File: src/rtl/control_sequencer.sv
// rtl/control_sequencer.sv - hardwired fetch/execute control sequencer
//   clock      : system clock, rising edge
//   clear      : asynchronous active-low reset
//   run        : keep fetching; sampled only at instruction boundaries
//   mem_ready  : memory read data valid this cycle
//   ir         : instruction register, opcode ir[31:27]
//   pco..ryi   : datapath bus strobes
//   gra/grb/grc, rin/rout : register-field select and read/write strobes
//   alu_op     : ALU function during T4, else 0
//   done       : last cycle of a retired instruction
//   illegal    : undefined opcode seen in T2
//   halted     : level while in HALT
//   fault      : sticky memory-timeout flag
module control_sequencer #(
  parameter int MEM_TIMEOUT = 15,
  parameter int TW          = 4
) (
  input  logic        clock,
  input  logic        clear,
  input  logic        run,
  input  logic        mem_ready,
  input  logic [31:0] ir,
  output logic        pco,
  output logic        mari,
  output logic        inc_pc,
  output logic        zi,
  output logic        zlo_o,
  output logic        pci,
  output logic        read,
  output logic        mdri,
  output logic        mdro,
  output logic        iri,
  output logic        ryi,
  output logic        gra,
  output logic        grb,
  output logic        grc,
  output logic        rin,
  output logic        rout,
  output logic [3:0]  alu_op,
  output logic        done,
  output logic        illegal,
  output logic        halted,
  output logic        fault
);

  typedef enum logic [3:0] {
    S_IDLE = 4'd0,
    S_T0   = 4'd1,
    S_T1   = 4'd2,
    S_T1W  = 4'd3,
    S_T2   = 4'd4,
    S_T3   = 4'd5,
    S_T4   = 4'd6,
    S_T5   = 4'd7,
    S_HALT = 4'd8
  } state_t;

  localparam logic [4:0]    OP_NOP   = 5'b11010;
  localparam logic [4:0]    OP_HALT  = 5'b11011;
  localparam logic [4:0]    OP_LAST  = 5'b01000;
  // Last T1W cycle before the timeout fires: the counter starts at 0 on the
  // first wait cycle, so MEM_TIMEOUT cycles have elapsed when it reads this.
  localparam logic [TW-1:0] WAIT_LAST = TW'(MEM_TIMEOUT - 1);

  state_t        state;
  state_t        next_state;
  logic [TW-1:0] wait_cnt;
  logic          fault_q;

  logic [4:0] opcode;
  logic       is_alu;
  logic       is_halt;
  logic       is_nop;
  logic       is_undef;
  logic       timeout_hit;
  logic       unused_ir;

  assign opcode      = ir[31:27];
  assign is_alu      = (opcode <= OP_LAST);
  assign is_halt     = (opcode == OP_HALT);
  assign is_nop      = (opcode == OP_NOP);
  assign is_undef    = !(is_alu || is_halt || is_nop);
  assign timeout_hit = (wait_cnt == WAIT_LAST);
  // Register fields are decoded by the datapath select logic, not here.
  assign unused_ir   = ^ir[26:0];

  // State register
  always_ff @(posedge clock or negedge clear) begin
    if (!clear) begin
      state <= S_IDLE;
    end else begin
      state <= next_state;
    end
  end

  // Memory wait counter and sticky fault
  always_ff @(posedge clock or negedge clear) begin
    if (!clear) begin
      wait_cnt <= '0;
      fault_q  <= 1'b0;
    end else begin
      if (state == S_T1W && !mem_ready) begin
        wait_cnt <= wait_cnt + 1'b1;
      end else begin
        wait_cnt <= '0;
      end
      if (state == S_T1W && !mem_ready && timeout_hit) begin
        fault_q <= 1'b1;
      end
    end
  end

  // Next-state logic
  always_comb begin
    next_state = state;
    case (state)
      S_IDLE: next_state = run ? S_T0 : S_IDLE;
      S_T0:   next_state = S_T1;
      S_T1:   next_state = S_T1W;
      S_T1W: begin
        // A ready arriving on the timeout cycle still completes the fetch.
        if (mem_ready)        next_state = S_T2;
        else if (timeout_hit) next_state = S_HALT;
        else                  next_state = S_T1W;
      end
      S_T2: begin
        if (is_alu)       next_state = S_T3;
        else if (is_halt) next_state = S_HALT;
        else              next_state = run ? S_T0 : S_IDLE;
      end
      S_T3:   next_state = S_T4;
      S_T4:   next_state = S_T5;
      S_T5:   next_state = run ? S_T0 : S_IDLE;
      S_HALT: next_state = S_HALT;
      default: next_state = S_IDLE;
    endcase
  end

  // Output decode
  always_comb begin
    pco     = 1'b0;
    mari    = 1'b0;
    inc_pc  = 1'b0;
    zi      = 1'b0;
    zlo_o   = 1'b0;
    pci     = 1'b0;
    read    = 1'b0;
    mdri    = 1'b0;
    mdro    = 1'b0;
    iri     = 1'b0;
    ryi     = 1'b0;
    gra     = 1'b0;
    grb     = 1'b0;
    grc     = 1'b0;
    rin     = 1'b0;
    rout    = 1'b0;
    alu_op  = 4'h0;
    done    = 1'b0;
    illegal = 1'b0;
    halted  = 1'b0;
    case (state)
      S_T0: begin
        pco    = 1'b1;
        mari   = 1'b1;
        inc_pc = 1'b1;
        zi     = 1'b1;
      end
      S_T1: begin
        zlo_o = 1'b1;
        pci   = 1'b1;
        read  = 1'b1;
      end
      S_T1W: begin
        read = 1'b1;
        mdri = 1'b1;
      end
      S_T2: begin
        mdro    = 1'b1;
        iri     = 1'b1;
        // Undefined opcodes retire as nops.
        done    = is_nop || is_undef;
        illegal = is_undef;
      end
      S_T3: begin
        grb  = 1'b1;
        rout = 1'b1;
        ryi  = 1'b1;
      end
      S_T4: begin
        grc    = 1'b1;
        rout   = 1'b1;
        zi     = 1'b1;
        alu_op = is_alu ? opcode[3:0] : 4'h0;
      end
      S_T5: begin
        zlo_o = 1'b1;
        gra   = 1'b1;
        rin   = 1'b1;
        done  = 1'b1;
      end
      S_HALT: halted = 1'b1;
      default: ;
    endcase
  end

  assign fault = fault_q;

endmodule
File: config.mk
export PLATFORM = sky130hd
export DESIGN_NAME = control_sequencer
export DESIGN_NICKNAME = d
export VERILOG_FILES = /design/src/rtl/control_sequencer.sv
export SDC_FILE = /design/constraint.sdc
export NUM_CORES = 1
export LEC_CHECK = 0
export CORE_MARGIN = 2
export CORE_UTILIZATION = 32
export DETAILED_ROUTE_END_ITERATION = 12
export PLACE_DENSITY = 0.85
export SKIP_CTS_REPAIR_TIMING = 1
export SYNTH_ARGS = -nofsm -noshare
export SYNTH_HDL_FRONTEND = slang
export SYNTH_SLANG_ARGS = --single-unit
export TNS_END_PERCENT = 20
File: constraint.sdc
create_clock -name clock -period 2 [get_ports clock]
set_clock_uncertainty 0.05 [all_clocks]
set_input_delay 0.3 -clock clock [delete_from_list [all_inputs] [get_ports clock]]
set_output_delay 0.3 -clock clock [all_outputs]
set_load 0.01 [all_outputs]
### After elaboration in Yosys (flattened, before gate mapping)

Cells that the tools add are included.

* register bits after elaboration: 9

* add/sub/neg operators: 1
* order comparisons: 1
* eq/ne operators: 11
* multiplexer cells: 23
* reductions and logical operators: 13

Operator list (number)
* $pmux W4 S8: 1
* $mux W4: 7
* $eq A4 B3 Y1 const B: 4
* $mux W1: 14
* $eq A5 B5 Y1 const B: 2
* $reduce_or A2 Y1: 5
* $eq A4 B2 Y1 const B: 2
* $eq A4 B4 Y1 const B: 2
* $le A5 B4 Y1 const B: 1
* $add A4 B1 Y4 const B: 1
* $eq A4 B1 Y1 const B: 1
* $logic_not A4 Y1: 1
* $logic_or A1 B1 Y1: 3
* $logic_and A1 B1 Y1: 2
* $logic_not A1 Y1: 2
* $pmux W1 S2: 1

### Longest topological paths before layout

Gate-level depths: netlist of run 1.

* depth in word-level cells: 6
* depth in mapped cells: 6

### Least setup slack after synthesis of run 1

OpenSTA, ideal clock, no wires.

* path kind: reg-to-output
* start: register state[1]
* end: output port done
* data arrival time: 1.543 ns
* required time: 1.650 ns
* setup slack: 0.107 ns
* cell stages (with the launch flop): 5
* cell sequence: dfrtp_1 -> buf_2 -> nor4b_2 -> a21bo_2 -> o21bai_1

* word-level cells in the longest chain between the ends: 2
* elaborated cells on any way between the ends: 3
* classes of those cells: eq/ne (2); mux (1)

RTL lines
* start, declared: RTL line 65 `state_t state;`
* start signal, assigned: RTL line 92 `state <= next_state;`
* $eq A4 B3 Y1: RTL line 161 `case (state)`
* $pmux W1 S2 (*): RTL line 161
* end, declared: RTL line 40 `output logic done,`

Every way passes the cells marked *; elsewhere a longest branch is shown, timed or not.

### Final worst setup path of run 1

* start: register state[2]
* end: output port inc_pc

* word-level cells in the longest chain between the ends: 2

RTL lines
* $eq A4 B1 Y1: RTL line 161
* $mux W1: RTL line 161
* end, declared: RTL line 25 `output logic inc_pc,`

No other way between the ends.

==> run_summary.xml, run 1 <==
<?xml version="1.0" encoding="UTF-8"?>
<metrics>
  <group name="logic_synthesis">
    <metric name="syn-cell-area" unit="sq um">723</metric>
    <metric name="post_synth_inst_count" unit="">80</metric>
    <metric name="synth_area_per_cell" unit="sq um">9.04</metric>
    <metric name="yosys_warnings" unit="">0</metric>
    <metric name="synth_ff_type" unit="">sky130_fd_sc_hd__dfrtp_1</metric>
    <metric name="synth_seq_cells" unit="">9</metric>
    <metric name="netlist-cell-type-count" unit="">36</metric>
    <metric name="synth.yosys.seq_area_share" unit="%">31.1</metric>
    <metric name="synth.net_count" unit="">118</metric>
    <metric name="synthArstFlopShare" unit="%">100</metric>
    <metric name="number_of_enable_type_register_cells_in_the_synthesized_netlist" unit="">0</metric>
  </group>
  <group name="worst_setup_path">
    <metric name="crit_path_max_fanout" unit="">7</metric>
    <metric name="setup.worst_path.start_class" unit="">register</metric>
    <metric name="worstPathRequired" unit="ps">1650</metric>
    <metric name="worst_setup_path_end_kind" unit="">output port</metric>
    <metric name="timing.critical_path.slowest_cell_delay" unit="ps">590</metric>
    <metric name="critical-path-slowest-cell" unit="">sky130_fd_sc_hd__clkdlybuf4s50_1</metric>
    <metric name="cp_cell_sequence" unit="">buf_4 -&gt; nand2b_1 -&gt; nor3_4 -&gt; clkdlybuf4s50_1</metric>
    <metric name="path_buf_inv" unit="">2</metric>
    <metric name="critPathKind" unit="">register to output port</metric>
    <metric name="r2r_slack" unit="ps">360</metric>
    <metric name="worst-endpoint-arrival" unit="ps">1850</metric>
    <metric name="cpLargestDelayFamily" unit="">buffers and inverters</metric>
  </group>
  <group name="routing">
    <metric name="drt_drc_violations_left" unit="">0</metric>
    <metric name="route.final.wire_length" unit="microns">2130</metric>
    <metric name="vias_per_cell" unit="">5.01</metric>
    <metric name="wire_per_inst" unit="microns">14.7</metric>
    <metric name="dr.first_iter.drc_count" unit="">7</metric>
    <metric name="first_pass_iters" unit="">4</metric>
    <metric name="antenna_left" unit="">0</metric>
    <metric name="detailroute.via_count" unit="">726</metric>
  </group>
  <group name="sta">
    <metric name="timing.final.hold_violations" unit="">0</metric>
    <metric name="report.final.slew_viol_count" unit="">0</metric>
    <metric name="period_needed" unit="ps">2200</metric>
    <metric name="unrepaired_setup_endpoints_after_global_routing" unit="">yes</metric>
    <metric name="relative_slew_slack" unit="%">73.9</metric>
    <metric name="timing.final.setup_violations" unit="">9</metric>
    <metric name="actual_slew_at_the_worst_max_slew_pin" unit="ps">390</metric>
    <metric name="fin_setup_tns" unit="ps">-775</metric>
    <metric name="fmaxAchievable" unit="MHz">455</metric>
    <metric name="timing.final.crit_share" unit="%">110</metric>
    <metric name="final_critical_path_setup_slack" unit="ps">-197</metric>
  </group>
  <group name="cells_and_area">
    <metric name="area.growth.synth_to_final" unit="%">64.4</metric>
    <metric name="drive_gt1_share" unit="%">30.8</metric>
    <metric name="multiInputGateArea" unit="sq um">459</metric>
    <metric name="seq_area" unit="sq um">230</metric>
    <metric name="num-nets-final" unit="">156</metric>
    <metric name="fin_util" unit="%">54.8</metric>
    <metric name="insertedDiodeCount" unit="">0</metric>
    <metric name="fill_cells" unit="">201</metric>
  </group>
  <group name="global_routing">
    <metric name="gr-usage-met1" unit="%">17.8</metric>
    <metric name="first_global_vias" unit="">652</metric>
    <metric name="grt_remaining_overflow" unit="">0</metric>
    <metric name="gr_layer_usage_met2" unit="%">26.9</metric>
    <metric name="busiest_layer" unit="">met2</metric>
    <metric name="grt_max_degree" unit="">11</metric>
    <metric name="grt_util_met3" unit="%">6.90</metric>
    <metric name="gr-usage-all-layers" unit="%">15.8</metric>
    <metric name="grt_first_pass_wirelength" unit="microns">2970</metric>
    <metric name="antenna_found_initial" unit="">0</metric>
  </group>
  <group name="clock_tree">
    <metric name="clock_tree.buffer_depth" unit="">2</metric>
    <metric name="cts_inserted_buffers" unit="">3</metric>
    <metric name="clkSlewWorstSetupHoldPaths" unit="ps">60</metric>
    <metric name="worst_skew_pair.late_latency" unit="ps">260</metric>
    <metric name="cts_tree" unit="">done</metric>
    <metric name="clock_sinks" unit="">9</metric>
    <metric name="ctsRootBufferMaster" unit="">sky130_fd_sc_hd__clkbuf_4</metric>
    <metric name="htree_num_levels" unit="">1</metric>
  </group>
  <group name="placement">
    <metric name="dpl.hpwl" unit="microns">1570</metric>
    <metric name="finalWeightedCongestion" unit="">0.825</metric>
    <metric name="dp_worst_setup_slack" unit="ps">-474</metric>
    <metric name="port-buffer-count" unit="">32</metric>
  </group>
  <group name="die">
    <metric name="floorplan_row_count" unit="">17</metric>
    <metric name="placeableCoreArea" unit="sq mm">0.00217</metric>
    <metric name="initial_utilization" unit="%">33.3</metric>
    <metric name="die_y" unit="microns">51.5</metric>
    <metric name="top_level_ports" unit="">60</metric>
    <metric name="die_w" unit="microns">51.5</metric>
    <metric name="dieArea" unit="sq mm">0.00266</metric>
  </group>
  <group name="power_and_ir_drop">
    <metric name="power.static_leakage" unit="uW">0.000691</metric>
    <metric name="p_per_area" unit="mW/mm^2">1060</metric>
    <metric name="power" unit="uW">1260</metric>
    <metric name="vdd_ir_drop_max" unit="uV">643</metric>
  </group>
  <group name="worst_hold_path">
    <metric name="hold_path.class" unit="">input pin to async pin</metric>
  </group>
  <group name="outcome">
    <metric name="failing_checks" unit="">setup timing</metric>
    <metric name="outcome" unit="">complete, but fails checks</metric>
  </group>
  <group name="job">
    <metric name="max_cap_viol_count" unit="">0</metric>
  </group>
</metrics>
[sequential cells by signal, indices dropped and copies added, names as in the netlist]
| signal | flops |
|---|---|
| state | 4 |
| wait_cnt | 4 |
| fault | 1 |
[layout by cell type, fill, tap and decap left out, drive strengths merged]
cell type and count:
a211o 1, a21bo 1, a21boi 1, a21oi 3, and2 5, and3 3
and4b 1, buf 14, clkbuf 6, clkdlybuf4s50 15, dfrtp 9, dlymetal6s2s 13
ha 2, inv 3, mux2i 1, nand2 1, nand2b 3, nand3 2
nand4bb 1, nor2 8, nor2b 3, nor3 4, nor3b 2, nor4b 2
o21ai 1, o21bai 2, o221ai 1, o22ai 2, o31ai 1, o32a 1
or3 1, or3b 1, xnor2 2, xor2 1
[through the flow]
stage,area (sq um),cells,hold WS (ps)
after CTS,1100,144,292
after floorplan,723,80,-45.6
after global routing,1190,145,304
after detailed placement,1080,140,412
after global placement,1080,140,406
final,1190,145,279
[synthesized netlist by cell type, types with 2 or more instances]
master	n	area [sq um]
sky130_fd_sc_hd__dfrtp_1	9	225
sky130_fd_sc_hd__nor2b_1	3	18.8
sky130_fd_sc_hd__and3_1	3	18.8
sky130_fd_sc_hd__a21oi_1	3	15.0
sky130_fd_sc_hd__inv_1	3	11.3
sky130_fd_sc_hd__buf_6	3	33.8
sky130_fd_sc_hd__o21bai_1	2	15.0
sky130_fd_sc_hd__xnor2_1	2	17.5
sky130_fd_sc_hd__nor3_1	4	20.0
sky130_fd_sc_hd__buf_4	5	37.5
sky130_fd_sc_hd__nand3_1	2	10.0
sky130_fd_sc_hd__and2_1	5	31.3
sky130_fd_sc_hd__ha_1	2	25.0
sky130_fd_sc_hd__o22ai_1	2	12.5
sky130_fd_sc_hd__nand2b_1	2	12.5
sky130_fd_sc_hd__nor2_1	8	30.0
sky130_fd_sc_hd__buf_2	2	10.0
sky130_fd_sc_hd__nor3b_1	2	15.0
[power by group]
part | leakage (uW) | internal, uW | switching [uW]
combinational | 0.000564 | 449 | 392
clock | 0.0000150 | 76.7 | 60.1
sequential | 0.000112 | 226 | 55.9
[kinds of logic after synthesis]
kind of cell / synth area share (%)
AOI/OAI and AO/OA: 14.7
xor gates and xnor gates: 3.63
adders and majority gates: 3.46
buffers and inverters: 13.3
DFF: 31.1
muxes: 1.38
and+or+nand+nor: 32.4
[worst paths after layout]
path	end	cells past startpoint	from
setup / recovery	inc_pc	4	state[2]
hold / removal	wait_cnt[3]	1	clear
setup reg to reg	state[0]	4	state[2]
hold reg to reg	fault	1	fault
max in group asynchronous	state[0]	1	clear
min in group clock	fault	1	fault
[layout make-up]
cell class | instances | share of cell area (%)
clock buffer | 4 | 2.21
inverter | 3 | 0.947
multi-input combinational | 57 | 38.6
sequential | 9 | 19.4
tap | 28 | 2.95
timing repair buffer | 44 | 35.9
[per-layer routing]
layer | up-vias | share of wire, % | wire, microns
li1 | 353 | - | -
met3 | 4 | 5.0 | 106
met5 | - | 0 | 0
met1 | 350 | 37 | 796
met2 | 19 | 56 | 1180
met4 | 0 | 1.9 | 40
Power figures use the tool's default switching activity.
==> run 2: changes to the inputs <==
--- a/config.mk
+++ b/config.mk
@@ -8,6 +8,7 @@
 export CORE_MARGIN = 2
 export CORE_UTILIZATION = 32
 export DETAILED_ROUTE_END_ITERATION = 12
+export GPL_ROUTABILITY_DRIVEN = 0
 export PLACE_DENSITY = 0.85
 export SKIP_CTS_REPAIR_TIMING = 1
 export SYNTH_ARGS = -nofsm -noshare
==> results of run 2 <==
Same layout as run 1: the final DEF is identical, and so are final timing and power.
==> run 3: changes to the inputs <==
--- a/config.mk
+++ b/config.mk
@@ -6,10 +6,11 @@
 export NUM_CORES = 1
 export LEC_CHECK = 0
 export CORE_MARGIN = 2
-export CORE_UTILIZATION = 32
+export CORE_UTILIZATION = 33
+export CTS_BUF_LIST = sky130_fd_sc_hd__clkbuf_4
 export DETAILED_ROUTE_END_ITERATION = 12
 export GPL_ROUTABILITY_DRIVEN = 0
-export PLACE_DENSITY = 0.85
+export PLACE_DENSITY = 0.87
 export SKIP_CTS_REPAIR_TIMING = 1
 export SYNTH_ARGS = -nofsm -noshare
 export SYNTH_HDL_FRONTEND = slang
==> constraint.sdc (replaced) <==
create_clock -name clock -period 2.5 [get_ports clock]
set_clock_uncertainty 0.05 [all_clocks]
set_input_delay 0.375 -clock clock [delete_from_list [all_inputs] [get_ports clock]]
set_output_delay 0.375 -clock clock [all_outputs]
set_load 0.005 [all_outputs]
==> run 3 against run 2 <==
  * The run now ends clean
  * Via count shrank 5.0%
  * Non-clock buffer count fell by 7
  * Clock-buffer cell count stayed put
  * Final area decreased by 6.4%
  * Critical path depth grew 1
  * Register-to-register slack better by 500 ps
  * Worst setup slack improved by 280 ps
  * Sequential power is 17% lower
  * Power shrank 26%
  * Sequential share of layout area up 0.99 points
  * Wire length fell by 17%
  * Critical path type is now input pin to output port
  * Critical endpoint is now done
  * Highest routed layer unchanged
==> run_summary.xml, run 3 (synthesis results as in run 1) <==
<?xml version="1.0" encoding="UTF-8"?>
<metrics>
  <group name="die">
    <metric name="die_w" unit="microns">50.8</metric>
    <metric name="placeableCoreArea" unit="sq mm">0.00202</metric>
    <metric name="top_level_ports" unit="">60</metric>
    <metric name="floorplan_row_count" unit="">16</metric>
    <metric name="dieArea" unit="sq mm">0.00258</metric>
    <metric name="die_y" unit="microns">50.8</metric>
    <metric name="initial_utilization" unit="%">35.8</metric>
  </group>
  <group name="sta">
    <metric name="final_critical_path_setup_slack" unit="ps">80.5</metric>
    <metric name="period_needed" unit="ps">2420</metric>
    <metric name="worst_hold_slack" unit="ps">353</metric>
    <metric name="timing.final.setup_violations" unit="">0</metric>
    <metric name="fmaxAchievable" unit="MHz">413</metric>
    <metric name="actual_slew_at_the_worst_max_slew_pin" unit="ps">436</metric>
    <metric name="fin_setup_tns" unit="ps">0</metric>
    <metric name="unrepaired_setup_endpoints_after_global_routing" unit="">yes</metric>
    <metric name="timing.final.crit_share" unit="%">96.8</metric>
    <metric name="relative_slew_slack" unit="%">70.5</metric>
    <metric name="report.final.slew_viol_count" unit="">0</metric>
    <metric name="timing.final.hold_violations" unit="">0</metric>
  </group>
  <group name="cells_and_area">
    <metric name="final-instance-count-excl-fill" unit="">137</metric>
    <metric name="insertedDiodeCount" unit="">0</metric>
    <metric name="most-common-layout-cells" unit="">sky130_fd_sc_hd__clkdlybuf4s50_1 (28), sky130_fd_sc_hd__nor2_1 (8), sky130_fd_sc_hd__dfrtp_1 (8)</metric>
    <metric name="area.growth.synth_to_final" unit="%">53.8</metric>
    <metric name="num-nets-final" unit="">149</metric>
    <metric name="drive_gt1_share" unit="%">16.4</metric>
    <metric name="most_common_library_cell_in_the_layout_ignoring_fill_and_taps" unit="">sky130_fd_sc_hd__clkdlybuf4s50_1</metric>
  </group>
  <group name="routing">
    <metric name="vias_per_cell" unit="">5.04</metric>
    <metric name="first_pass_iters" unit="">4</metric>
    <metric name="detailroute.via_count" unit="">690</metric>
    <metric name="dr.first_iter.drc_count" unit="">7</metric>
    <metric name="antenna_left" unit="">0</metric>
    <metric name="route.final.wire_length" unit="microns">1760</metric>
    <metric name="drt_drc_violations_left" unit="">0</metric>
    <metric name="wire_per_inst" unit="microns">12.8</metric>
  </group>
  <group name="worst_setup_path">
    <metric name="worstPathRequired" unit="ps">2080</metric>
    <metric name="setup.worst_path.start_class" unit="">input pin</metric>
    <metric name="crit_path_max_fanout" unit="">3</metric>
    <metric name="worstReg2RegStart" unit="">state[1]</metric>
    <metric name="r2r_cells" unit="">4</metric>
    <metric name="critPathKind" unit="">input pin to output port</metric>
    <metric name="worst_setup_path_end_kind" unit="">output port</metric>
    <metric name="worst-endpoint-arrival" unit="ps">1990</metric>
    <metric name="crit-reg2reg-capture" unit="">state[1]</metric>
    <metric name="r2r_slack" unit="ps">860</metric>
    <metric name="crit_start" unit="">ir[31]</metric>
  </group>
  <group name="global_routing">
    <metric name="gr-usage-all-layers" unit="%">14.6</metric>
    <metric name="grt_util_met3" unit="%">1.75</metric>
    <metric name="antenna_found_initial" unit="">0</metric>
    <metric name="grt_max_degree" unit="">13</metric>
    <metric name="gr_layer_usage_met2" unit="%">23.9</metric>
    <metric name="gr-usage-met1" unit="%">18.0</metric>
    <metric name="grt_remaining_overflow" unit="">0</metric>
    <metric name="first_global_vias" unit="">658</metric>
    <metric name="grt_first_pass_wirelength" unit="microns">2850</metric>
    <metric name="busiest_layer" unit="">met2</metric>
  </group>
  <group name="clock_tree">
    <metric name="clock_tree.buffer_depth" unit="">2</metric>
    <metric name="ctsRootBufferMaster" unit="">sky130_fd_sc_hd__clkbuf_4</metric>
    <metric name="clkSlewWorstSetupHoldPaths" unit="ps">60</metric>
    <metric name="worst_skew_pair.late_latency" unit="ps">260</metric>
    <metric name="cts_inserted_buffers" unit="">3</metric>
    <metric name="clock_sinks" unit="">9</metric>
    <metric name="cts_tree" unit="">done</metric>
    <metric name="htree_num_levels" unit="">1</metric>
  </group>
  <group name="outcome">
    <metric name="outcome" unit="">finished clean</metric>
  </group>
  <group name="power_and_ir_drop">
    <metric name="vdd_ir_drop_max" unit="uV">414</metric>
    <metric name="power.static_leakage" unit="uW">0.000493</metric>
    <metric name="p_per_area" unit="mW/mm^2">833</metric>
  </group>
  <group name="placement">
    <metric name="dpl.hpwl" unit="microns">1430</metric>
    <metric name="dp_worst_setup_slack" unit="ps">-137</metric>
    <metric name="number_of_placed_instances_taps_included" unit="">133</metric>
    <metric name="port-buffer-count" unit="">32</metric>
  </group>
  <group name="worst_hold_path">
    <metric name="hold_path.class" unit="">input pin to async pin</metric>
  </group>
  <group name="job">
    <metric name="max_cap_viol_count" unit="">0</metric>
  </group>
</metrics>
## run 3: worst max-delay path: stages
cell and delay, ps:
sky130_fd_sc_hd__clkdlybuf4s50_1 480, sky130_fd_sc_hd__and4b_1 260, sky130_fd_sc_hd__a21bo_2 240, sky130_fd_sc_hd__o21bai_1 120, sky130_fd_sc_hd__clkdlybuf4s50_1 520
## run 3: worst max path at each step
stage                            to  cells after the start
after floorplan                done                      4
after global placement    alu_op[0]                      5
after detailed placement  alu_op[3]                      5
after CTS                 alu_op[3]                      5
after global routing           done                      4
final                          done                      5
## run 3: layer usage
| metal | part of all wire, % | vias up | wire (microns) |
|---|---|---|---|
| met3 | 2.7 | 4 | 47 |
| li1 | - | 339 | - |
| met2 | 52 | 22 | 916 |
| met1 | 43 | 325 | 759 |
| met5 | 0 | - | 0 |
| met4 | 1.9 | 0 | 34 |
## run 3: power breakdown
group	switching (uW)	internal, uW
clock	49.4	72.3
combinational	226	344
sequential	58.0	177
## run 3: through the flow
step           area [sq um]  utilization (%)  total power (uW)
5_1_grt                1110             55.0              1000
6_report               1110             55.0               927
3_3_place_gp           1030             50.9               765
3_5_place_dp           1030             50.9               785
2_1_floorplan           723                -               553
4_1_cts                1060             52.4               914
## run 3: cell type report
| class | count | area (sq um) |
|---|---|---|
| Timing Repair Buffer | 37 | 368 |
| Fill cell | 181 | 910 |
| Tap cell | 27 | 33.8 |
| Multi-Input combinational cell | 57 | 443 |
| Inverter | 3 | 11.3 |
| Sequential cell | 9 | 226 |
| Clock buffer | 4 | 30.0 |
